<file path="src/rtl/mem_port_arbiter.sv">
// mem_port_arbiter
//   Shares the single Data_Memory block-transfer port between two cache
//   requesters (port 0 = instruction cache, port 1 = dcache_top). One port is
//   granted at a time. Ties are broken round-robin, or always in favour of
//   port 1 when FIXED_PRI = 1. A grant is held until memory acks. A watchdog
//   aborts a grant that is never acked.
//
// Ports
//   clk_i, rst_i                  clock, synchronous active-high reset
//   reqN_enable_i/write_i/addr_i/data_i   requester N line request
//   ackN_o, rdataN_o              requester N completion pulse and read data
//   mem_enable_o/write_o/addr_o/data_o    towards Data_Memory
//   mem_ack_i, mem_data_i         from Data_Memory
//   busy_o                        a grant is active
//   timeout_o                     1-cycle pulse when the watchdog aborts a grant
//
// state | meaning
// IDLE  | no grant; memory enable low; arbitration happens here
// GNT0  | port 0 owns the memory port
// GNT1  | port 1 owns the memory port

module mem_port_arbiter #(
  parameter int ADDR_W    = 32,
  parameter int DATA_W    = 256,
  parameter int TIMEOUT   = 64,
  parameter int FIXED_PRI = 0
) (
  input  logic              clk_i,
  input  logic              rst_i,
  input  logic              req0_enable_i,
  input  logic              req0_write_i,
  input  logic [ADDR_W-1:0] req0_addr_i,
  input  logic [DATA_W-1:0] req0_data_i,
  output logic              ack0_o,
  output logic [DATA_W-1:0] rdata0_o,
  input  logic              req1_enable_i,
  input  logic              req1_write_i,
  input  logic [ADDR_W-1:0] req1_addr_i,
  input  logic [DATA_W-1:0] req1_data_i,
  output logic              ack1_o,
  output logic [DATA_W-1:0] rdata1_o,
  output logic              mem_enable_o,
  output logic              mem_write_o,
  output logic [ADDR_W-1:0] mem_addr_o,
  output logic [DATA_W-1:0] mem_data_o,
  input  logic              mem_ack_i,
  input  logic [DATA_W-1:0] mem_data_i,
  output logic              busy_o,
  output logic              timeout_o
);

  // With TIMEOUT = 0 the counter is kept one bit wide and simply saturates.
  localparam int             CNT_W   = (TIMEOUT > 0) ? $clog2(TIMEOUT + 1) : 1;
  localparam logic [CNT_W-1:0] CNT_MAX = '1;
  localparam logic [CNT_W-1:0] CNT_TC  = CNT_W'((TIMEOUT > 0) ? TIMEOUT - 1 : 0);
  localparam bit             WD_EN   = (TIMEOUT > 0);
  localparam bit             RR_EN   = (FIXED_PRI == 0);

  typedef enum logic [1:0] {
    IDLE = 2'd0,
    GNT0 = 2'd1,
    GNT1 = 2'd2
  } state_t;

  state_t           r_state;
  logic             r_last;
  logic [CNT_W-1:0] r_wait_cnt;

  logic w_gnt0;
  logic w_gnt1;
  logic w_tmo;

  assign w_gnt0 = (r_state == GNT0);
  assign w_gnt1 = (r_state == GNT1);

  // Reset wins over a same-cycle ack or timeout: the grant is simply dropped.
  // An ack landing on the terminal count also wins over the timeout.
  assign w_tmo = WD_EN && (w_gnt0 || w_gnt1) && !mem_ack_i && !rst_i &&
                 (r_wait_cnt == CNT_TC);

  assign busy_o       = w_gnt0 || w_gnt1;
  assign mem_enable_o = w_gnt0 || w_gnt1;
  assign mem_write_o  = (w_gnt0 && req0_write_i) || (w_gnt1 && req1_write_i);
  assign mem_addr_o   = w_gnt0 ? req0_addr_i : (w_gnt1 ? req1_addr_i : '0);
  assign mem_data_o   = w_gnt0 ? req0_data_i : (w_gnt1 ? req1_data_i : '0);

  // An ack seen in IDLE is stale and goes nowhere.
  assign ack0_o    = w_gnt0 && mem_ack_i && !rst_i;
  assign ack1_o    = w_gnt1 && mem_ack_i && !rst_i;
  assign rdata0_o  = ack0_o ? mem_data_i : '0;
  assign rdata1_o  = ack1_o ? mem_data_i : '0;
  assign timeout_o = w_tmo;

  always_ff @(posedge clk_i) begin
    if (rst_i) begin
      r_state    <= IDLE;
      r_last     <= 1'b1;
      r_wait_cnt <= '0;
    end else begin
      unique case (r_state)
        IDLE: begin
          // Counter held at zero here so every grant starts from 0.
          r_wait_cnt <= '0;
          if (req0_enable_i && (!req1_enable_i || (RR_EN && r_last))) begin
            r_state <= GNT0;
          end else if (req1_enable_i) begin
            r_state <= GNT1;
          end
        end
        GNT0, GNT1: begin
          if (mem_ack_i || w_tmo) begin
            r_state <= IDLE;
            r_last  <= w_gnt1;
          end else if (r_wait_cnt != CNT_MAX) begin
            r_wait_cnt <= r_wait_cnt + CNT_W'(1);
          end
        end
        default: r_state <= IDLE;
      endcase
    end
  end

endmodule

</file>
<file path="config.mk">
export PLATFORM = sky130hd
export DESIGN_NAME = mem_port_arbiter
export DESIGN_NICKNAME = d
export VERILOG_FILES = /design/src/rtl/mem_port_arbiter.sv
export SDC_FILE = /design/constraint.sdc
export NUM_CORES = 1
export LEC_CHECK = 0
export CAP_MARGIN = 20
export CORE_AREA = 2 2 647 649
export CTS_BUF_LIST = sky130_fd_sc_hd__clkbuf_16
export CTS_CLUSTER_DIAMETER = 60
export DETAILED_ROUTE_END_ITERATION = 16
export DIE_AREA = 0 0 649 651
export HOLD_SLACK_MARGIN = 0.12
export PLACE_DENSITY = 0.3
export SETUP_SLACK_MARGIN = 0.2
export SLEW_MARGIN = 20
export SYNTH_ARGS = -nofsm -noshare
export SYNTH_HDL_FRONTEND = slang
export SYNTH_SLANG_ARGS = --single-unit
</file>
<file path="constraint.sdc">
create_clock -name clk_i -period 2.4 [get_ports clk_i]
set_input_delay 0.36 -clock clk_i [delete_from_list [all_inputs] [get_ports clk_i]]
set_output_delay 0.36 -clock clk_i [all_outputs]
set_load 0.02 [all_outputs]
</file>
# [Word level (Yosys, flattened, before mapping)]
# Index checks and enable logic that the tools add are counted.
[totals] out_inout_bits=806 regBits=10 word_cells=48
[op_classes] reduce_logical=23 n_eq_ne=8 add_sub_neg=1 muxes=13
[ops] operator="$mux W256" n=4
[ops] operator="$mux W32" n=2
[ops] operator="$mux W7" n=2
[ops] operator="$pmux W7 S2" n=1
[ops] operator="$logic_and A1 B1 Y1" n=10
[ops] operator="$add A7 B1 Y7 const B" n=1
[ops] operator="$eq A7 B6 Y1 const B" n=1
[ops] operator="$ne A7 B7 Y1 const B" n=1
[ops] operator="$mux W2" n=3
[ops] operator="$ne A2 B2 Y1 const B" n=3
[ops] operator="$logic_or A1 B1 Y1" n=4
[ops] operator="$pmux W2 S2" n=1
[ops] operator="$reduce_and A2 Y1" n=2
[ops] operator="$logic_not A1 Y1" n=3
[ops] operator="$ne A3 B3 Y1 const B" n=1
[ops] operator="$reduce_and A3 Y1" n=1
[ops] operator="$eq A2 B1 Y1 const B" n=1
[ops] operator="$eq A2 B2 Y1 const B" n=1
[ops] operator="$logic_not A2 Y1" n=1
[ops] operator="$reduce_bool A2 Y1" n=1
[ops] operator="$reduce_or A2 Y1" n=1

# [Longest topological paths before layout]
[depth] depth_word=8 depth_mapped=7 mapped_depth_nobuf=6

# [Worst setup path before layout]
# Ideal clock, no wire load.
[synth_path] path_kind="register to output" startpoint="register r_state[0]" endpoint="output port rdata1_o[246]" path_stages_with_launch=7 required_ns=2.040 arrival_ns=1.500 n_path_buf=2 path_slack_ns=0.540 cell_sequence="dfxtp_1 > inv_1 > ha_1 > and3b_1 > clkbuf_1 > clkbuf_1 > and2_1"
[synth_between] elab_chain_len=4
[synth_lines] element="from (decl)" line="65" rtl="state_t r_state;"
[synth_lines] element="from (signal assigned)" line="96" rtl="r_state <= IDLE;"
[synth_lines] element="from (signal assigned)" line="105" rtl="r_state <= GNT0;"
[synth_lines] element="from (signal assigned)" line="107" rtl="r_state <= GNT1;"
[synth_lines] element="$eq A2 B2 Y1" line="74" rtl="assign w_gnt1 = (r_state == GNT1);"
[synth_lines] element="via w_gnt1" line="70" rtl="logic w_gnt1;"
[synth_lines] element="$logic_and A1 B1 Y1 (2 in a row)" line="89" rtl="assign ack1_o = w_gnt1 && mem_ack_i && !rst_i;"
[synth_lines] element="via ack1_o" line="40" rtl="output logic ack1_o,"
[synth_lines] element="$mux W256" line="91" rtl="assign rdata1_o = ack1_o ? mem_data_i : '0;"
[synth_lines] element="to (decl)" line="41" rtl="output logic [DATA_W-1:0] rdata1_o,"
# The timed path passes the listed nets, and every way through them passes these cells.

# [Worst setup path in the final report]
[layout_path] startpoint="register r_state[0]" endpoint="output port rdata0_o[15]"
[layout_between] elab_chain_len=4
[layout_lines] element="$eq A2 B1 Y1" line="73" rtl="assign w_gnt0 = (r_state == GNT0);"
[layout_lines] element="$logic_and A1 B1 Y1 (2 in a row)" line="88" rtl="assign ack0_o = w_gnt0 && mem_ack_i && !rst_i;"
[layout_lines] element="$mux W256" line="90" rtl="assign rdata0_o = ack0_o ? mem_data_i : '0;"
[layout_lines] element="to (decl)" line="35" rtl="output logic [DATA_W-1:0] rdata0_o,"
# Every way passes these cells.

==> results <==
[logic make-up (layout without fill, tap and decap cells)]
| kind of cell | after synthesis | count (layout) | share of synthesized area |
|---|---|---|---|
| AND/OR/NAND/NOR | 552 | 552 | 0.491 |
| AO/OA/AOI/OAI | 306 | 306 | 0.379 |
| buffers and inverters | 130 | 2095 | 0.0879 |
| flip-flops | 10 | 10 | 0.0287 |
| adder cells (fa/ha/maj) | 5 | 5 | 0.00897 |
| multiplexers | 3 | 3 | 0.00502 |
| other | 0 | 74 | 0 |
[timing repair]
action	in CTS	in global routing
endpoints found under the setup margin	804	782
pin swaps	12	42
buffers inserted	19	57
resized for setup	750	959
gates cloned	10	55
[sequential cells by signal, summed over array words and instances (netlist names)]
register,cells
r_wait_cnt,7
r_state,2
r_last,1
[per-stage QoR]
stage               total power [W]  worst slack [ns]
CTS                          0.0121            -0.171
finish                       0.0128           -0.0913
floorplan                   0.00241             0.540
detailed placement           0.0114            -0.622
global route                 0.0133            -0.148
global placement             0.0115            -0.639
[placed cells by master (no fill, tap or decap), drive strengths merged]
master / synthesis / final
a21oi: 6 / 6
a22o: 289 / 289
a311o: 1 / 1
a31o: 1 / 1
and2: 515 / 515
and3: 1 / 1
and3b: 2 / 2
and4bb: 1 / 1
buf: 89 / 1170
clkbuf: 37 / 73
clkdlybuf4s15: 0 / 2
clkdlybuf4s50: 0 / 836
dfxtp: 10 / 10
diode: 0 / 74
dlygate4sd2: 0 / 2
dlymetal6s2s: 0 / 8
ha: 5 / 5
inv: 4 / 4
mux2: 1 / 1
mux2i: 2 / 2
nand2: 9 / 9
nand2b: 3 / 3
nand3: 4 / 4
nand3b: 1 / 1
nor2: 8 / 8
nor2b: 3 / 3
nor3: 2 / 2
nor4: 2 / 2
o211ai: 3 / 3
o21ai: 5 / 5
o22ai: 1 / 1
or3b: 1 / 1
[path summary, 6_finish.rpt]
| path | start | endpoint | slack, ns |
|---|---|---|---|
| setup / recovery | r_state[0] | rdata0_o[15] | -0.09 |
| hold / removal | r_wait_cnt[6] | r_wait_cnt[6] | 0.49 |
| setup reg to reg | r_state[1] | r_wait_cnt[4] | 0.65 |
| hold reg to reg | r_wait_cnt[6] | r_wait_cnt[6] | 0.49 |
[final cells by class]
cell class              instances  area [um2]  share of cell area
repair buffers               2088       29600               0.650
multi-input cells             866        8560               0.188
well taps                    5497        6880               0.151
flip-flops and latches         10         205             0.00451
diodes                         74         185             0.00407
clock buffers                   3        75.1             0.00165
inverters                       4        17.5            0.000385
[metal layers]
metal | vias up | share of wire
li1 | 7623 | -
met1 | 8968 | 0.42
met2 | 1511 | 0.44
met3 | 541 | 0.13
met4 | 142 | 0.016
met5 | - | 0.0023
[power by group through the flow]
stage / registers (W) / logic (W) / clock network, W
after floorplan: 0.000184 / 0.00223 / 0
after CTS: 0.000184 / 0.0116 / 0.000305
after global routing: 0.000186 / 0.0128 / 0.000319
final: 0.000185 / 0.0123 / 0.000301
after global placement: 0.000184 / 0.0113 / 0
after detailed placement: 0.000184 / 0.0112 / 0
==> metrics.txt <==
top-count cell post-synth and2_1; clk_skew 0.00274 ns; Seq pwr share 0.014; placed cell count 8324; Clk pin slew, worst setup/hold paths 0.04 ns; clk buf depth 2; Iter 0 DRT Violations 1100; vias per cell 2.20; Synth Flop Type dfxtp_1; full die area 422000 um2; WP buf/inv 7; crit-path leading delay family buffers and inverters; ys async rst share 0; initial antenna violation count 373; syn avg cell area 6.93 um2; EDFF count, synth 0; Hold Fails Final Rpt 0; hold path depth 1; Switch Pwr 0.00616 W; Area Overhead vs Synth 553%; part of the Yosys area used for sequential elements 0.0287; final worst-path cycle share 1.04; Post-synth top cells and2_1 (514), a22o_1 (289), buf_2 (82); worst-path cell chain buf_6 -> ha_4 -> and3b_4 -> buf_12 -> buf_16 -> buf_12 -> buf_16 -> and2_4 -> buf_12 -> buf_12; cell count along the critical path 10; RSZ-0062 raised after global routing yes; main area contributors after synthesis and2_1 (46%), a22o_1 (36%), buf_2 (5.9%); Final nets 3817; vias in the first global route 17700; HPWL after DPL 367 mm; GRT met1 Usage 0.211; sw frac 0.481; fmax 401 MHz; H-Tree Depth 1; Pre-antenna DRT Iters 5; largest net degree at the start of global routing 39; CORE AREA 415000 um2; CP Data Required Time 2.04 ns; Post-CTS Hold Buffers 0; startpoint types flop; Slowest cell on crit path dfxtp_2; post-synth top area share 0.461; R2R depth 9; routability cong. 1.01; CTS root buffer clkbuf_16; Fin Hold WS 0.492 ns; VDD IR max 0.119 mV; status finished with violations; Final Util 0.110; Die W 649 um; Pint 0.00663 W; worst rel slew slack 0.369; cell with the most instances on the worst path buf_12; Synth cell types 34; synth warn 0; via count 18800; Setup Crit Path Kind flop to output pin; Max stage delay on crit path 0.32 ns; Clk pwr share 0.024; total of max-cap violations 0; All-Layer GR Usage 0.175; global-route wire length before repair 427 mm; ratio of cells with drive above 1 in the final layout 0.606; cell area after layout 45500 um2; gr busiest metal met2; Synth Net Count 1850; worst skew pair latency 0.25 ns; Worst EP arrival 2.13 ns; Slew @ Worst Pin 0.943 ns; PnR worst setup slack -0.0913 ns; Seq cells post-synth 10; combinational share of power 0.962; initial core utilization 0.0168; Slew Limit Fails 0; CTS tree done; IO Count 1645; violated checks negative setup slack; min cycle time layout 2.49 ns; Post-route DRC 0; crit path max fanout 6; met3 Use GR 0.105; clock buffer count from CTS 3; synthesized instance count 1006; Leak 17.2 nW; num rows 237; Hold Path Class flop to flop; PortBufs 1644; Post-Syn Area 6970 um2; setup TNS -9.01 ns; per-cell routed wire length 45.9 um; clk sinks 10; Placement Cell Area 39900 um2; antenna viol nets, final 0; power per cell area 281 nW/um2; fillers 47300; Yosys top cell by area and2_1; GR Util met2 0.275; GRT overflow 0; # setup viols final 219; Routed Wire Length 392 mm; Die Span Y 651 um; final non-filler cell total 8542; CP Capture Type output pin
(Power assumes the default switching activity.)
